===== src/rtl/dsm_pkg.sv =====
// Shared constants and FSM encoding for the delta-sigma interpolator and DAC.
// Latency: n/a (declarations only).
// Backpressure: n/a.
package dsm_pkg;

  // Default sample width and oversampling ratio (log2), shared with dsm_dac.
  localparam int DSM_DATA_WIDTH = 16;
  localparam int DSM_OSR_LOG2   = 4;

  typedef enum logic {
    IDLE = 1'b0,
    RUN  = 1'b1
  } dsm_state_t;

endpackage


===== src/rtl/dsm_strobe_gen.sv =====
// Programmable strobe divider: o_strobe asserts once every i_div+1 clocks.
// Latency: o_strobe is combinational from the count register; the consumer registers it.
// Backpressure: none, free running.
//
// Ports:
//   i_clk    - clock, rising edge
//   i_rst    - synchronous active-high reset, count returns to 0
//   i_div    - strobe period minus one
//   o_strobe - high in the cycle the count has reached i_div
module dsm_strobe_gen
  import dsm_pkg::*;
#(
  parameter int DIV_WIDTH = 8
) (
  input  logic                 i_clk,
  input  logic                 i_rst,
  input  logic [DIV_WIDTH-1:0] i_div,
  output logic                 o_strobe
);

  logic [DIV_WIDTH-1:0] cnt;

  // Comparing with >= rather than == means a shrinking i_div cuts the current
  // period short instead of letting the count run all the way round.
  assign o_strobe = (cnt >= i_div);

  always_ff @(posedge i_clk) begin
    if (i_rst) begin
      cnt <= '0;
    end else if (o_strobe) begin
      cnt <= '0;
    end else begin
      cnt <= cnt + DIV_WIDTH'(1);
    end
  end

endmodule


===== src/rtl/dsm_interp.sv =====
// Linear interpolator feeding a DSM DAC: 2^OSR_LOG2 output strobes per input sample.
// Latency: o_data updates on the edge that raises o_en; a sample takes effect at the next segment wrap.
// Backpressure: single-entry holding register, o_ready low while it is full.
//
// Ports:
//   i_clk, i_rst     - clock and synchronous active-high reset
//   i_div            - strobe period minus one
//   i_valid, i_data  - low-rate sample in, transferred when i_valid && o_ready
//   o_ready          - holding register empty
//   o_data, o_en     - interpolated sample and one-cycle strobe, to dsm_dac i_data / i_en
//   o_underrun       - sticky, set when a segment ends with no new sample
//   i_clr_underrun   - clears o_underrun (a simultaneous set wins)
module dsm_interp
  import dsm_pkg::*;
#(
  parameter int DATA_WIDTH = DSM_DATA_WIDTH,
  parameter int OSR_LOG2   = DSM_OSR_LOG2,
  parameter int DIV_WIDTH  = 8
) (
  input  logic                         i_clk,
  input  logic                         i_rst,
  input  logic [DIV_WIDTH-1:0]         i_div,
  input  logic                         i_valid,
  input  logic signed [DATA_WIDTH-1:0] i_data,
  output logic                         o_ready,
  output logic signed [DATA_WIDTH-1:0] o_data,
  output logic                         o_en,
  output logic                         o_underrun,
  input  logic                         i_clr_underrun
);

  localparam int ACC_WIDTH = DATA_WIDTH + OSR_LOG2;

  dsm_state_t                   state;
  dsm_state_t                   state_next;
  logic signed [ACC_WIDTH-1:0]  acc;
  logic signed [DATA_WIDTH:0]   step;
  logic        [OSR_LOG2-1:0]   phase;
  logic signed [DATA_WIDTH-1:0] endpoint;
  logic signed [DATA_WIDTH-1:0] held;
  logic                         full;
  logic                         full_next;
  logic                         strobe;
  logic                         accept;
  logic                         consume;
  logic                         set_underrun;
  logic                         wrap;
  logic signed [ACC_WIDTH-1:0]  acc_sum;
  logic signed [DATA_WIDTH:0]   step_to_held;

  dsm_strobe_gen #(
    .DIV_WIDTH(DIV_WIDTH)
  ) u_strobe_gen (
    .i_clk   (i_clk),
    .i_rst   (i_rst),
    .i_div   (i_div),
    .o_strobe(strobe)
  );

  assign accept = i_valid && o_ready;
  assign wrap   = (phase == '1);

  // acc always lies between two endpoints scaled by 2^OSR_LOG2, and step is one
  // bit wider than a sample, so neither sum nor difference can overflow.
  assign acc_sum      = acc + ACC_WIDTH'(step);
  assign step_to_held = (DATA_WIDTH + 1)'(held) - (DATA_WIDTH + 1)'(endpoint);

  always_comb begin
    state_next   = state;
    consume      = 1'b0;
    set_underrun = 1'b0;
    unique case (state)
      IDLE: begin
        if (strobe && full) begin
          state_next = RUN;
          consume    = 1'b1;
        end
      end
      RUN: begin
        if (strobe && wrap) begin
          consume      = full;
          set_underrun = !full;
        end
      end
      default: state_next = IDLE;
    endcase

    // accept requires o_ready, i.e. an empty register, so it never meets consume.
    full_next = full;
    if (accept) begin
      full_next = 1'b1;
    end else if (consume) begin
      full_next = 1'b0;
    end
  end

  always_ff @(posedge i_clk) begin
    if (i_rst) begin
      state      <= IDLE;
      acc        <= '0;
      step       <= '0;
      phase      <= '0;
      endpoint   <= '0;
      held       <= '0;
      full       <= 1'b0;
      o_ready    <= 1'b0;
      o_data     <= '0;
      o_en       <= 1'b0;
      o_underrun <= 1'b0;
    end else begin
      state   <= state_next;
      full    <= full_next;
      o_ready <= !full_next;
      o_en    <= strobe;

      if (accept) begin
        held <= i_data;
      end

      if (set_underrun) begin
        o_underrun <= 1'b1;
      end else if (i_clr_underrun) begin
        o_underrun <= 1'b0;
      end

      if (strobe) begin
        if (state == IDLE) begin
          // First segment starts from 0; endpoint is still 0 here, so
          // step_to_held is simply the held sample.
          if (full) begin
            acc      <= '0;
            phase    <= '0;
            endpoint <= held;
            step     <= step_to_held;
          end
        end else begin
          acc    <= acc_sum;
          phase  <= phase + OSR_LOG2'(1);
          // Upper bits of the two's complement accumulator are a floor shift.
          o_data <= acc_sum[ACC_WIDTH-1:OSR_LOG2];
          if (wrap) begin
            if (full) begin
              endpoint <= held;
              step     <= step_to_held;
            end else begin
              // Hold the current endpoint for a whole segment and retry next wrap.
              step <= '0;
            end
          end
        end
      end
    end
  end

endmodule


===== config.mk =====
export PLATFORM = sky130hd
export DESIGN_NAME = dsm_interp
export DESIGN_NICKNAME = d
export VERILOG_FILES = /design/src/rtl/dsm_pkg.sv /design/src/rtl/dsm_strobe_gen.sv /design/src/rtl/dsm_interp.sv
export SDC_FILE = /design/constraint.sdc
export NUM_CORES = 1
export LEC_CHECK = 0
export ABC_CLOCK_PERIOD_IN_PS = 2400
export CAP_MARGIN = 20
export CORE_ASPECT_RATIO = 1.75
export CORE_MARGIN = 5
export CORE_UTILIZATION = 30
export DETAILED_ROUTE_END_ITERATION = 10
export GPL_ROUTABILITY_DRIVEN = 0
export PLACE_DENSITY_LB_ADDON = 0.05
export SKIP_LAST_GASP = 1
export SYNTH_ARGS = -nofsm -noshare
export SYNTH_HDL_FRONTEND = slang
export SYNTH_HIERARCHICAL = 1
export SYNTH_SLANG_ARGS = --single-unit
export TNS_END_PERCENT = 1

===== constraint.sdc =====
create_clock -name i_clk -period 2.4 [get_ports i_clk]
set_clock_uncertainty 0.2 [all_clocks]
set_input_delay 0.24 -clock i_clk [delete_from_list [all_inputs] [get_ports i_clk]]
set_output_delay 0.24 -clock i_clk [all_outputs]
set_load 0.1 [all_outputs]

==> summary.md <==
| Metric | Value |
|---|---|
| # fillers | 1,915 |
| Row count | 65 |
| Final WS setup | -0.120 ns |
| Unrepaired setup endpoints after global routing | yes |
| Crit path arrival time | 2.57 ns |
| Sequential-to-total area share from yosys stat | 0.368 |
| Core Area | 18,100 um2 |
| WL final | 14,800 um |
| Crit Reg-Reg Endpoint | acc[10] |
| # DRC | 0 |
| Synthesized instance count | 677 |
| Final #Nets | 864 |
| CTS tree | yes |
| Initial antenna violation count | 0 |
| Most frequent cells in the layout | 124 x nand2_1, 100 x dfxtp_1, 100 x buf_4 |
| FFs w/ async S/R, synth | 0 |
| Via Count | 4,884 |
| CP max FO | 3 |
| Status | finished, violations left |
| Share of layout cells above drive strength 1 | 0.194 |
| Ports | 47 |
| Max Clk Rate | 0.397 GHz |
| Largest net degree at the start of global routing | 36 |
| CTS root buf | clkbuf_16 |
| Setup violations, final | 20 |
| Detail Route Antenna Nets | 0 |
| CP startpoint | step[0] |
| Multi-input gate area | 3310 um2 |
| Largest area contributor in the netlist | dfxtp_1 |
| Post-Synthesis Net Count | 752 |
| WS Path Type | flop to flop |
| Final hold vios | 0 |
| Synth Cell Area | 5550 um2 |
| Setup crit end | acc[10] |
| Clock slew seen by the registers of the worst setup and hold paths | 0.08 ns |
| MaxCap Viol Count | 0 |
| Crit. End Element | flop |
| Tmin final | 2.52 ns |
| Via count of the first global-routing pass | 5,162 |
| Detail Placement HPWL | 12,000 um |
| Worst slew pin tran | 0.574 ns |
| Reg2Reg Depth | 11 |
| EDFF count, synth | 0 |
| Yosys reg bits | 102 |
| Primary FF master, synth | dfxtp_1 |
| Avg Inst Size Synth | 8.20 um2 |
| Wirelength per Cell | 14.4 um |
| Crit path required time | 2.45 ns |
| Grt ovf | 0 |
| Clk_lat worst skew | 0.36 ns |
| I/O Buffers | 46 |
| Hold Startpoint | i_rst |
| Sink Count | 102 |
| Die outline height | 190 um |
| Top cells by area, synth | dfxtp_1 37%, ha_1 10%, nand2_1 8.4% |
| Vias per cell | 4.75 |
| Total power | 3890 uW |
| Share of the synthesized area in the top cell type | 0.368 |
| Failing checks | negative setup slack |
| Power per cell area | 539 nW/um2 |
| GRT Total Usage | 0.146 |
| Slew HR | 0.616 |
| CTS Buf Count | 9 |
| 1st-iter DRT viols | 128 |
| Unique masters post-synth | 64 |
| Lkg Pwr | 0.00311 uW |
| Ys Warns | 6 |
| Post-Place Cell Area | 6780 um2 |
| H-Tree Depth | 3 |
| Pins over their slew limit | 0 |
| Synth-to-Final Area Change | 30.1% |
| Commonest non-fill, non-tap cell in the layout | nand2_1 |
| Worst vdd ir | 0.000269 V |
| Max clock buf depth | 2 |
| N_diodes | 0 |
| Storage cell area | 2040 um2 |
| DR pass1 iterations | 5 |
| Crit start category | flop |
| First-pass GRT wire length | 25,000 um |
| Final Cell Area | 7220 um2 |
| Die ar. | 21,400 um2 |
| Chip width | 113 um |
| Reg-to-reg slack, setup | -0.12 ns |
| Worst R2R Start | step[0] |
| Initial core utilization | 0.306 |
| Hold crit path type | primary input to flop |
| Tcrit/Tclk final | 1.05 |
[sequential cells by signal, indices dropped and copies added (netlist names)]
signal	cells
acc	20
step	17
endpoint	16
held	16
o_data	16
u_strobe_gen/cnt	8
phase	4
full	1
o_en	1
o_ready	1
o_underrun	1
state	1
[layer usage]
metal | vias to the layer above | global-route usage | part of all wire
met5 | - | 0 | 0
met4 | 0 | 0.0518 | 0.024
met3 | 16 | 0.0274 | 0.019
met2 | 53 | 0.289 | 0.57
met1 | 2253 | 0.148 | 0.39
li1 | 2562 | - | -
[worst min path at each step]
stage | endpoint | depth (start not counted)
final | step[6] | 2
after detailed placement | acc[15] | 2
after floorplan | held[0] | 2
after global placement | o_data[11] | 2
after global routing | step[6] | 2
after CTS | step[4] | 2
[cell type report]
class | instances | area share
timing repair buffer | 130 | 0.149
sequential | 102 | 0.283
inverter | 39 | 0.0203
clock inverter | 6 | 0.0151
multi-input combinational | 507 | 0.459
clock buffer | 10 | 0.0331
tap | 234 | 0.0406
[power breakdown]
group,internal [uW],total (uW),switching (uW)
Clock,1050,1720,669
Combinational,213,446,233
Sequential,1710,1730,18.2
Total,2970,3890,921
[cells in the mapped netlist, types with 12 or more instances]
| library cell | n |
|---|---|
| inv_1 | 39 |
| a21oi_1 | 81 |
| xnor2_1 | 21 |
| dfxtp_1 | 102 |
| clkbuf_1 | 22 |
| ha_1 | 45 |
| nor2_1 | 47 |
| nand3_1 | 12 |
| a22o_1 | 15 |
| a21o_1 | 17 |
| nand2_1 | 124 |
| o21ai_0 | 18 |
[repair_timing]
action                                  in CTS  in global routing
endpoints found under the hold margin        0                  0
pin swaps                                    6                  3
endpoints found under the setup margin      73                 66
resized for setup                           17                  2
hold buffers                                 0                  0
setup buffers                                1                  1
[metrics by stage]
step	TNS (ns)	hold slack [ns]	setup slack, ns	utilization	cells
finish	-1.28	0.0903	-0.120	0.398	1028
detailed placement	-36.10	0.242	-0.583	0.374	1011
floorplan	-0.721	0.176	-0.0842	-	677
CTS	-2.44	0.0749	-0.169	0.397	1028
global route	-7.07	0.0852	-0.251	0.398	1028
global placement	-33.48	0.238	-0.517	0.374	1011
[cell families after synthesis]
kind of cell	after synthesis	synth area share
adders and majority gates	47	0.109
muxes	4	0.00744
AOI/OAI and AO/OA	189	0.226
and+or+nand+nor	236	0.189
xor gates and xnor gates	31	0.0489
DFF	102	0.368
buffers and inverters	68	0.0521
[worst max-delay path: stages, from the launching register on]
cell,delay (ns)
dfxtp_2,0.34
ha_2,0.18
inv_1,0.06
fa_2,0.39
nor2b_4,0.13
o21bai_1,0.08
a21boi_2,0.20
a2bb2oi_1,0.20
buf_4,0.14
a21oi_1,0.10
xnor2_2,0.17
a22o_1,0.23
(Power assumes the default switching activity.)
